==> config.mk <==
export PLATFORM = sky130hd
export DESIGN_NAME = mips_muldiv
export DESIGN_NICKNAME = d
export VERILOG_FILES = /design/src/rtl/mips_muldiv_pkg.sv /design/src/rtl/mips_muldiv_div.sv /design/src/rtl/mips_muldiv.sv
export SDC_FILE = /design/constraint.sdc
export NUM_CORES = 1
export LEC_CHECK = 0
export ABC_AREA = 1
export CAP_MARGIN = 0
export CORE_AREA = 2 2 217 219
export DETAILED_ROUTE_END_ITERATION = 12
export DIE_AREA = 0 0 219 221
export PLACE_DENSITY = 0.55
export SLEW_MARGIN = 10
export SYNTH_ARGS = -nofsm -noshare
export SYNTH_HDL_FRONTEND = slang
export SYNTH_SLANG_ARGS = --single-unit
==> constraint.sdc <==
create_clock -name clk -period 3.3 [get_ports clk]
set_input_delay 0.33 -clock clk [delete_from_list [all_inputs] [get_ports clk]]
set_output_delay 0.33 -clock clk [all_outputs]
set_load 0.1 [all_outputs]
==> src/rtl/mips_muldiv_pkg.sv <==
// rtl/mips_muldiv_pkg.sv - op encodings and FSM state encoding for the HI/LO multiply/divide unit
package mips_muldiv_pkg;

   localparam logic [1:0] OP_MULT  = 2'b00;
   localparam logic [1:0] OP_MULTU = 2'b01;
   localparam logic [1:0] OP_DIV   = 2'b10;
   localparam logic [1:0] OP_DIVU  = 2'b11;

   typedef enum logic [1:0] {
      IDLE = 2'b00,
      MUL  = 2'b01,
      DIV  = 2'b10,
      FIX  = 2'b11
   } state_t;

endpackage

==> src/rtl/mips_muldiv_div.sv <==
// rtl/mips_muldiv_div.sv - radix-2 restoring divider datapath on unsigned magnitudes
module mips_muldiv_div #(
   parameter int WIDTH = 32
) (
   input  logic             clk,
   input  logic             rst,
   input  logic             load,
   input  logic             step,
   input  logic [WIDTH-1:0] dividend,
   input  logic [WIDTH-1:0] divisor,
   output logic [WIDTH-1:0] quotient,
   output logic [WIDTH-1:0] remainder
);

   logic [WIDTH-1:0] remReg;
   logic [WIDTH-1:0] quoReg;
   logic [WIDTH-1:0] dvsReg;
   logic [WIDTH:0]   shifted;
   logic             fits;
   logic [WIDTH-1:0] trial;

   // Trial subtraction: shift the next dividend bit into the partial remainder and compare.
   // When it fits the difference is below the divisor, so the low WIDTH bits are exact.
   always_comb begin
      shifted = {remReg, quoReg[WIDTH-1]};
      fits    = (shifted >= {1'b0, dvsReg});
      trial   = shifted[WIDTH-1:0] - dvsReg;
   end

   // Quotient bits shift in from the right as dividend bits shift out of the left.
   always_ff @(posedge clk or negedge rst) begin
      if (!rst) begin
         remReg <= '0;
         quoReg <= '0;
         dvsReg <= '0;
      end else if (load) begin
         remReg <= '0;
         quoReg <= dividend;
         dvsReg <= divisor;
      end else if (step) begin
         remReg <= fits ? trial : shifted[WIDTH-1:0];
         quoReg <= {quoReg[WIDTH-2:0], fits};
      end
   end

   assign quotient  = quoReg;
   assign remainder = remReg;

endmodule

==> src/rtl/mips_muldiv.sv <==
// rtl/mips_muldiv.sv - MIPS HI/LO multiply/divide unit; divider built only with MIPS_MULDIV_DIV_EN
module mips_muldiv
   import mips_muldiv_pkg::*;
#(
   parameter int WIDTH = 32
) (
   input  logic             clk,
   input  logic             rst,
   input  logic             start,
   input  logic [1:0]       op,
   input  logic [WIDTH-1:0] a,
   input  logic [WIDTH-1:0] b,
   input  logic             cancel,
   input  logic             hi_we,
   input  logic             lo_we,
   input  logic [WIDTH-1:0] wdata,
   output logic             busy,
   output logic             done,
   output logic [WIDTH-1:0] hi,
   output logic [WIDTH-1:0] lo
);

   localparam int CW = $clog2(WIDTH) + 1;

   state_t             state, stateNext;
   logic               sgnReg;
   logic               aNeg, bNeg;
   logic [WIDTH-1:0]   mcand;
   logic [2*WIDTH-1:0] prodAcc;
   logic [CW-1:0]      iterCnt;
   logic               doneReg;
   logic [WIDTH-1:0]   hiReg, loReg;

   logic [WIDTH-1:0]   aMag, bMag;
   logic               accept, mulStep, divStep, resWrite, skipDone;
   logic               lastIter, resNeg;
   logic [WIDTH:0]     mulSum;
   logic [2*WIDTH-1:0] mulNext, prodFinal;
   logic [WIDTH-1:0]   resHi, resLo;

`ifdef MIPS_MULDIV_DIV_EN
   logic               divReg;
   logic               bZero;
   logic [WIDTH-1:0]   aReg;
   logic [WIDTH-1:0]   quo, rem;

   mips_muldiv_div #(.WIDTH(WIDTH)) uDiv (
      .clk       (clk),
      .rst       (rst),
      .load      (accept & op[1]),
      .step      (divStep),
      .dividend  (aMag),
      .divisor   (bMag),
      .quotient  (quo),
      .remainder (rem)
   );
`endif

   // Operand magnitudes for signed ops, raw values for unsigned ops; multiplier step and sign fix.
   always_comb begin
      aMag      = (!op[0] && a[WIDTH-1]) ? -a : a;
      bMag      = (!op[0] && b[WIDTH-1]) ? -b : b;
      lastIter  = (iterCnt == CW'(WIDTH - 1));
      resNeg    = sgnReg & (aNeg ^ bNeg);
      mulSum    = {1'b0, prodAcc[2*WIDTH-1:WIDTH]} + (prodAcc[0] ? {1'b0, mcand} : '0);
      mulNext   = {mulSum, prodAcc[WIDTH-1:1]};
      prodFinal = resNeg ? -prodAcc : prodAcc;
   end

   // Result selection for the FIX write: quotient/remainder take the dividend/sign rules.
   always_comb begin
      resHi = prodFinal[2*WIDTH-1:WIDTH];
      resLo = prodFinal[WIDTH-1:0];
`ifdef MIPS_MULDIV_DIV_EN
      if (divReg) begin
         resLo = resNeg ? -quo : quo;
         resHi = (sgnReg && aNeg) ? -rem : rem;
      end
`endif
   end

   // Next-state and control strobes; cancel always wins over stepping and completion.
   always_comb begin
      stateNext = state;
      accept    = 1'b0;
      mulStep   = 1'b0;
      divStep   = 1'b0;
      resWrite  = 1'b0;
      skipDone  = 1'b0;
      case (state)
         IDLE: begin
            if (start && !cancel) begin
               accept    = 1'b1;
               stateNext = op[1] ? DIV : MUL;
            end
         end
         MUL: begin
            if (cancel) begin
               stateNext = IDLE;
            end else begin
               mulStep = 1'b1;
               if (lastIter) stateNext = FIX;
            end
         end
         DIV: begin
`ifdef MIPS_MULDIV_DIV_EN
            if (cancel) begin
               stateNext = IDLE;
            end else if (bZero) begin
               skipDone  = 1'b1;
               stateNext = IDLE;
            end else begin
               divStep = 1'b1;
               if (lastIter) stateNext = FIX;
            end
`else
            stateNext = IDLE;
            skipDone  = !cancel;
`endif
         end
         FIX: begin
            stateNext = IDLE;
            resWrite  = !cancel;
         end
         default: stateNext = IDLE;
      endcase
   end

   // FSM state register.
   always_ff @(posedge clk or negedge rst) begin
      if (!rst) state <= IDLE;
      else      state <= stateNext;
   end

   // Operand latches, shift-add multiplier, iteration counter, HI/LO and done flag.
   always_ff @(posedge clk or negedge rst) begin
      if (!rst) begin
         sgnReg  <= 1'b0;
         aNeg    <= 1'b0;
         bNeg    <= 1'b0;
         mcand   <= '0;
         prodAcc <= '0;
         iterCnt <= '0;
         doneReg <= 1'b0;
         hiReg   <= '0;
         loReg   <= '0;
`ifdef MIPS_MULDIV_DIV_EN
         divReg  <= 1'b0;
         bZero   <= 1'b0;
         aReg    <= '0;
`endif
      end else begin
         doneReg <= 1'b0;
         if (state == IDLE) begin
            if (hi_we) hiReg <= wdata;
            if (lo_we) loReg <= wdata;
         end
         if (accept) begin
            sgnReg  <= ~op[0];
            aNeg    <= a[WIDTH-1];
            bNeg    <= b[WIDTH-1];
            mcand   <= aMag;
            prodAcc <= {{WIDTH{1'b0}}, bMag};
            iterCnt <= '0;
`ifdef MIPS_MULDIV_DIV_EN
            divReg  <= op[1];
            bZero   <= (b == '0);
            aReg    <= a;
`endif
         end
         if (mulStep || divStep) iterCnt <= iterCnt + CW'(1);
         if (mulStep) prodAcc <= mulNext;
         if (resWrite) begin
            hiReg   <= resHi;
            loReg   <= resLo;
            doneReg <= 1'b1;
         end
         if (skipDone) begin
            doneReg <= 1'b1;
`ifdef MIPS_MULDIV_DIV_EN
            hiReg   <= aReg;
            loReg   <= '1;
`endif
         end
      end
   end

   assign busy = (state != IDLE);
   assign done = doneReg;
   assign hi   = hiReg;
   assign lo   = loReg;

endmodule

; Word level (Yosys, flattened, before mapping)
; Index checks and enable logic that the tools add are counted.
[totals]
ff_bits = 172
in_bits = 104
output_inout_bits = 66
wordCells = 66
[classes]
addsub = 5
eq_ne = 6
mux = 27
bitwise = 3
n_reduce_logical = 15
[op_table]
columns = operator, count
row1 = 2-to-1 mux 32 bit, 9
row2 = 2-to-1 mux 64 bit, 3
row3 = negation 32 bit, 2
row4 = negation 64 bit, 1
row5 = adder 32 x 32 -> 33 bit, 1
row6 = 2-to-1 mux 6 bit, 2
row7 = nonzero test 2 bit, 5
row8 = 2-to-1 mux 1 bit, 8
row9 = 2-to-1 mux 2 bit, 4
row10 = adder 6 x 1 -> 6 bit (second input constant), 1
row11 = equality test 6 x 5 -> 1 bit (second input constant), 1
row12 = case mux 2 bit (3 select lines), 1
row13 = AND reduction 2 bit, 3
row14 = equality test 2 bit (second input constant), 2
row15 = logical AND 1 bit, 3
row16 = inequality test 3 bit (second input constant), 1
row17 = equality test 2 x 1 -> 1 bit (second input constant), 1
row18 = zero test 1 bit, 2
row19 = zero test 2 bit, 1
row20 = inequality test 2 bit (second input constant), 1
row21 = OR reduction 2 bit, 1
row22 = bitwise AND 1 bit, 1
row23 = NOT 1 bit, 1
row24 = XOR 1 bit, 1

; Longest topological paths before layout
; Gate-level depths: netlist of the first run.
[depth]
depth_word = 6
mapped_depth = 18
mapped_depth_nobuf = 16

; Worst setup path after synthesis of the first run
; Ideal clock, no wire load.
[synth_path]
path_kind = flip-flop to flip-flop
startpoint = reg prodAcc[0]
endpoint = reg prodAcc[59]
setup_time_ns = 0.118
t_arrival_ns = 2.157
required_ns = 3.182
setup_slack_ns = 1.024
stages_incl_launch_ff = 18
n_path_buf = 2
period_less_slack_ns = 2.276
path_cell_list = dfrtp_1 -> buf_2 -> clkbuf_1 -> nand2_1 -> inv_1 -> ha_1 -> inv_1 -> fa_1 -> inv_1 -> nand3_1 -> nand3_1 -> nand2_1 -> nand3_1 -> nand3_1 -> nand2_1 -> nand2_1 -> nand3_1 -> nand2_1
[synth_via]
elab_chain_cells = 3
[synth_lines]
columns = item, line_no
row1 = start: declaration, mips_muldiv.sv:29  ; logic [2*WIDTH-1:0] prodAcc;
row2 = start signal: assignment, mips_muldiv.sv:163  ; prodAcc <= {{WIDTH{1'b0}}, bMag};
row3 = start signal: assignment, mips_muldiv.sv:172  ; if (mulStep) prodAcc <= mulNext;
row4 = 2-to-1 mux 32 bit, mips_muldiv.sv:65  ; mulSum = {1'b0, prodAcc[2*WIDTH-1:WIDTH]} + (prodAcc[0] ? {1'b0, mcand} : '0);
row5 = adder 32 x 32 -> 33 bit, mips_muldiv.sv:65
row6 = 2-to-1 mux 64 bit, mips_muldiv.sv:172
; Every way passes these cells.
; A chain may end at the register's enable or synchronous reset.

; Final worst setup path of the first run
[layout_path]
startpoint = reg prodAcc[0]
endpoint = reg prodAcc[42]
; The elaborated chain is that of the path after synthesis.

==> results.py, run 1 <==
metrics = {
    "synth": {
        "synth-compound-area-share": 0.118,
        "synthFlopType": "dfrtp_1",
        "synth_adder_area_share": 0.0344,
        "synthSimpleGateAreaFrac": 0.409,
        "synth_top_family_by_area": "simple AND/OR/NAND/NOR gates",
        "synth_edf_count": 0,
        "ys_ff_latch": 172,
        "yosys-top-cells-area": "dfrtp_1 (31%), nand2_1 (21%), nor2_1 (7.8%)",
        "synth_area_um2": 13700,
        "synthesis.nets": 2360,
        "yosysWarnings": 0,
        "synth_async_sr_flop_share": 1.00,
        "synth-xor-area-share": 0.0167,
        "ys_types": 46,
        "syn_avg_cell_area_um2": 6.16,
        "post_synth_inst_count": 2219,
        "netlist.area_leader.share": 0.315,
        "yosysSeqAreaShare": 0.315,
        "yosys.area.top_type": "dfrtp_1",
        "synthMuxAreaShare": 0.00733,
    },
    "finish": {
        "final_cell_mix": "nand2_1 (777), nor2_1 (282), inv_1 (277)",
        "area_growth_pct": 21.6,
        "final_common_cell": "nand2_1",
        "antenna_cells": 0,
        "final_layout_size_suffix_gt1_frac": 0.0387,
        "fin_util": 0.361,
        "final_nets": 2506,
    },
    "setup_path": {
        "required_ns": 3.63,
        "crit_path_top_delay_cell": "dfrtp_1",
        "r2r-start": "prodAcc[0]",
        "path_class": "flop to flop",
        "arrival_ns": 2.94,
        "critPathCaptureType": "flop",
        "crit_family": "simple AND/OR/NAND/NOR gates",
        "crit_buf_inv": 2,
        "worstPathCellList": "buf_4, nand2_1, inv_1, ha_1, or2_2, nand3_1, nand2_1, nand2_1, nand2_1, o21ai_0, o21ai_0",
        "cpPeakStageDelay_ns": 0.50,
        "crit_path_frequent_cell": "nand2_1",
        "startpoint": "prodAcc[0]",
        "r2r_slack_ns": 0.69,
        "start_kind": "flop",
        "crit_fanout": 31,
    },
    "global_route": {
        "grt_pass1_wl_mm": 78.8,
        "grt_use_total": 0.208,
        "grt_max_degree": 71,
        "grt_pass1_vias": 13900,
        "antenna_found_initial": 0,
        "grt_overflow": 0,
    },
    "timing": {
        "relSlewSlack": 0.325,
        "fmax_ghz": 0.383,
        "period_needed_ns": 2.61,
        "fin_crit_sh": 0.791,
        "fin_worst_skew_ns": 0.0134,
        "drv_slew": 0,
        "finalSetupTns_ns": 0,
        "setup_viol_count_final": 0,
        "worst_pin_slew_ns": 1.01,
        "hold_violations": 0,
        "rsz0062_at_grt": "no",
    },
    "floorplan": {
        "core-area_um2": 46100,
        "die_y_um": 221,
        "ios": 170,
        "die_x_um": 219,
        "initial_utilization": 0.297,
        "dieArea_um2": 48400,
        "num_rows": 79,
    },
    "detailed_routing": {
        "postRouteAntennaNets": 0,
        "highest_layer": "met4",
        "avgRoutedWirePerCell_um": 16.9,
        "dr_wl_met2_mm": 22.2,
        "via_per_inst": 4.91,
        "via_count": 14700,
        "m1WireLength_mm": 24.2,
        "drt-initial-drc-count": 1338,
        "routed_wl_mm": 50.3,
        "first_pass_iters": 7,
        "drc": 0,
        "routed-wl-met3_mm": 3.05,
    },
    "clock_tree": {
        "path_clk_slew_ns": 0.08,
        "clkSinkCount": 172,
        "tritoncts": "built",
        "clk_latency_ns": 0.46,
        "cts_buffers": 17,
        "root_buffer": "clkbuf_16",
        "cts_max_level": 4,
        "cts.path.max_buffers": 2,
    },
    "pwr": {
        "power_density_nw_per_um2": 1030,
        "peakVddDrop_mv": 1.01,
        "p_leak_uw": 0.00833,
    },
    "placement": {
        "gp_congestion": 0.938,
        "dpl.hpwl_mm": 40.4,
        "io_buffers": 169,
    },
    "status": {
        "status": "finished, final reports clean",
    },
    "job": {
        "cap_violations": 0,
    },
    "worst_hold_path": {
        "hold_class": "input port to asynchronous set/reset pin",
    },
}
[cell usage after synthesis, drive strengths merged, types with 3 or more instances]
cell,number
o221ai,17
xor2,21
nand3b,13
o21bai,18
nand3,195
o22ai,17
dfrtp,172
inv,287
o21ai,101
nand2,780
nor3b,3
nand4,38
clkbuf,38
and3,3
o31ai,6
a21oi,61
mux2i,10
nor2,290
a31oi,29
xnor2,5
ha,36
o211ai,17
or2,7
buf,26
nor3,17
[worst reg2reg max path: stages, from the launching register on]
cell and delay [ns]:
dfrtp_1 0.50, buf_4 0.37, nand2_1 0.12, inv_1 0.07
ha_1 0.29, or2_2 0.35, nand3_1 0.10, nand2_1 0.11
nand2_1 0.08, nand2_1 0.13, o21ai_0 0.23, o21ai_0 0.12
[through the flow]
step	power (uW)	hold WS, ns	worst slack (ns)	instances	instance area, um^2
2_1_floorplan	11900	0.0344	1.02	2219	13700
3_3_place_gp	15000	0.394	0.684	2952	16000
3_5_place_dp	15100	0.386	0.650	2952	16000
4_1_cts	17100	0.444	0.729	2984	16600
5_1_grt	18400	0.465	0.483	2984	16600
6_report	17200	0.444	0.691	2984	16600
[timing repair]
action,4_1_cts,5_1_grt
endpoints found under the hold margin,68,0
hold buffers,1,0
resized for setup,0,0
setup buffers,0,0
[metal layers]
layer | global-route usage | up-vias
li1 | - | 7415
met3 | 0.0282 | 43
met2 | 0.326 | 497
met4 | 0.0543 | 0
met1 | 0.301 | 6708
met5 | 0 | -
[power breakdown]
group / switching, uW / internal (uW)
combinational: 7920 / 3050
sequential: 1110 / 3080
clock: 972 / 1050
[worst paths after layout]
check | endpoint | cells after the start
max | prodAcc[42] | 11
min | lo[4] | 2
max reg2reg | prodAcc[42] | 11
min reg2reg | mcand[20] | 2
max in group asynchronous | prodAcc[49] | 3
min in group clk | state[1] | 3
[sequential cells by signal, summed over array words and instances (netlist names)]
register,flops
prodAcc,64
hi,32
lo,32
mcand,32
iterCnt,6
state,2
aNeg,1
bNeg,1
done,1
sgnReg,1
[cell type report]
type | instances | area [um^2]
multi-input cells | 1694 | 8020
fillers | 5087 | 29400
clock buffers | 17 | 425
inverters | 289 | 1080
flip-flops and latches | 172 | 4300
well taps | 607 | 759
clock inverters | 14 | 136
repair buffers | 191 | 1880
[kinds of logic (layout without fill, tap and decap cells)]
| logic type | count (synthesis) | after routing |
|---|---|---|
| flip-flops | 172 | 172 |
| multiplexers | 10 | 10 |
| AND/OR/NAND/NOR | 1350 | 1350 |
| AO/OA/AOI/OAI | 271 | 271 |
| adder cells (fa/ha/maj) | 37 | 37 |
| buffers and inverters | 353 | 511 |
| XOR/XNOR | 26 | 26 |
Power figures use the tool's default switching activity.
==> inputs of run 2 (changes only) <==
- clock period: 3.3 -> 2.47 ns (I/O delays scaled with it)
==> run 2 against run 1 <==
Against the previous run:
- routed wire length up 1.0%
- die area unchanged
- register-to-register slack worse by 0.55 ns
- hold slack worse by 0.082 ns
- worst setup slack worse by 0.55 ns
- utilization up 0.34 points
- first-iteration DRC count up 1.9%
- maximum frequency up 12%
- total power up 35%
- critical endpoint is now hi[20]
==> results.py, run 2 (same netlist as run 1, synthesis figures left out) <==
metrics = {
    "clock_tree": {
        "tritoncts": "built",
        "path_clk_slew_ns": 0.08,
        "cts_buffers": 17,
        "clkSinkCount": 172,
        "root_buffer": "clkbuf_16",
        "cts.path.max_buffers": 2,
        "clk_latency_ns": 0.47,
        "cts_max_level": 4,
    },
    "floorplan": {
        "die_y_um": 221,
        "dieArea_um2": 48400,
        "ios": 170,
        "core-area_um2": 46100,
        "num_rows": 79,
        "die_x_um": 219,
        "initial_utilization": 0.297,
    },
    "setup_path": {
        "cp-endpoint": "hi[20]",
        "crit_path_frequent_cell": "nand3_1",
        "critPathCaptureType": "flop",
        "worstReg2RegEnd": "hi[20]",
        "r2r_slack_ns": 0.14,
        "start_kind": "flop",
        "startpoint": "prodAcc[0]",
        "r2r-start": "prodAcc[0]",
        "crit_family": "simple AND/OR/NAND/NOR gates",
        "arrival_ns": 2.68,
        "critical_path_depth": 10,
        "path_class": "flop to flop",
        "crit_fanout": 7,
        "crit_path_top_delay_cell": "dfrtp_2",
        "worstPathCellList": "buf_4, inv_2, ha_1, nand3_2, nor2_4, nand3_1, o21ai_4, nand4_1, nand3_1, nand2_1",
        "r2r_cells": 10,
        "crit_buf_inv": 2,
        "cpPeakStageDelay_ns": 0.43,
        "required_ns": 2.82,
    },
    "timing": {
        "drv_slew": 0,
        "finalSetupTns_ns": 0,
        "fmax_ghz": 0.428,
        "setup_slack_ns": 0.136,
        "relSlewSlack": 0.549,
        "hold_violations": 0,
        "hold_ws_ns": 0.362,
        "period_needed_ns": 2.33,
        "worst_pin_slew_ns": 0.676,
        "fin_crit_sh": 0.945,
        "fin_worst_skew_ns": 0.0157,
        "setup_viol_count_final": 0,
    },
    "detailed_routing": {
        "avgRoutedWirePerCell_um": 16.8,
        "first_pass_iters": 7,
        "via_count": 14800,
        "routed_wl_mm": 50.8,
        "drc": 0,
        "drt-initial-drc-count": 1364,
        "postRouteAntennaNets": 0,
        "via_per_inst": 4.91,
    },
    "pwr": {
        "p_comb_frac": 0.644,
        "clkPwrFrac": 0.116,
        "power_frac_seq": 0.240,
        "p_int_uw": 9620,
        "p_sw_uw": 13500,
        "power_density_nw_per_um2": 1380,
        "p_sw_frac": 0.584,
        "p_leak_uw": 0.00859,
        "peakVddDrop_mv": 1.38,
    },
    "finish": {
        "final_common_cell": "nand2_1",
        "fin_util": 0.364,
        "n_fill_cell": 5077,
        "final_nets": 2539,
        "final_layout_size_suffix_gt1_frac": 0.0825,
        "largest-register": "prodAcc",
        "antenna_cells": 0,
        "area_growth_pct": 22.8,
        "final_cell_mix": "nand2_1 (774), nor2_1 (280), inv_1 (277)",
        "largest_reg_flops": 64,
    },
    "worst_hold_path": {
        "hold_class": "input port to flop",
    },
    "global_route": {
        "antenna_found_initial": 0,
        "grt_max_degree": 70,
        "grt_use_total": 0.211,
        "grt_pass1_vias": 14100,
        "grt_overflow": 0,
        "grt_pass1_wl_mm": 79.7,
    },
    "job": {
        "cap_violations": 0,
    },
    "placement": {
        "dpl.hpwl_mm": 41.3,
        "gp_congestion": 0.944,
        "io_buffers": 169,
        "pre_cts_ws_ns": 0.0618,
    },
    "status": {
        "status": "finished, final reports clean",
    },
}
-- run 2: metrics by stage --
step	cells	instance area, um^2	power [uW]
final	3018	16800	23100
after global routing	3018	16800	24800
after global placement	2985	16200	20200
after detailed placement	2985	16200	20300
after floorplan	2219	13700	15900
after CTS	3018	16700	23100
-- run 2: what timing repair did --
item	in CTS	in global routing
setup endpoints to repair	0	15
buffers inserted	0	0
gates resized for setup	0	10
hold buffers	1	0
endpoints found under the hold margin	54	0
-- run 2: worst min path at each step --
stage                     slack, ns  cells past startpoint     to   from
after floorplan               -0.05                      0   aNeg    rst
after global placement         0.30                      1  lo[4]    rst
after detailed placement       0.30                      1  lo[7]    rst
after CTS                      0.35                      3   aNeg  a[31]
after global routing           0.39                      3   aNeg  a[31]
final                          0.36                      3   aNeg  a[31]
-- run 2: routing by layer --
| metal | up-vias | wire, um | track usage | part of all wire |
|---|---|---|---|---|
| met1 | 6810 | 24900 | 0.309 | 0.49 |
| met2 | 454 | 22100 | 0.326 | 0.43 |
| met4 | 0 | 809 | 0.0512 | 0.016 |
| met3 | 43 | 3060 | 0.0315 | 0.060 |
| li1 | 7499 | - | - | - |
| met5 | - | 0 | 0 | 0 |
-- run 2: area by class of cell --
| type | count | area, um^2 | area share |
|---|---|---|---|
| Multi-Input combinational cell | 1694 | 8050 | 0.480 |
| Sequential cell | 172 | 4310 | 0.257 |
| Tap cell | 607 | 759 | 0.0453 |
| Clock inverter | 14 | 125 | 0.00746 |
| Clock buffer | 18 | 439 | 0.0262 |
| Inverter | 289 | 1080 | 0.0647 |
| Timing Repair Buffer | 224 | 2010 | 0.120 |
-- run 2: power by group through the flow --
| stage | registers, uW | logic, uW | clock network, uW |
|---|---|---|---|
| final | 5550 | 14900 | 2680 |
| after global routing | 5700 | 16300 | 2830 |
| after CTS | 5510 | 14800 | 2750 |
| after detailed placement | 5560 | 14800 | 0 |
| after global placement | 5550 | 14700 | 0 |
| after floorplan | 8750 | 7120 | 0 |
-- run 2: worst reg2reg max path: stages (launching register included) --
cell and delay (ns):
dfrtp_2 0.43, buf_4 0.18, inv_2 0.07, ha_1 0.19
nand3_2 0.15, nor2_4 0.21, nand3_1 0.22, o21ai_4 0.32
nand4_1 0.14, nand3_1 0.22, nand2_1 0.09
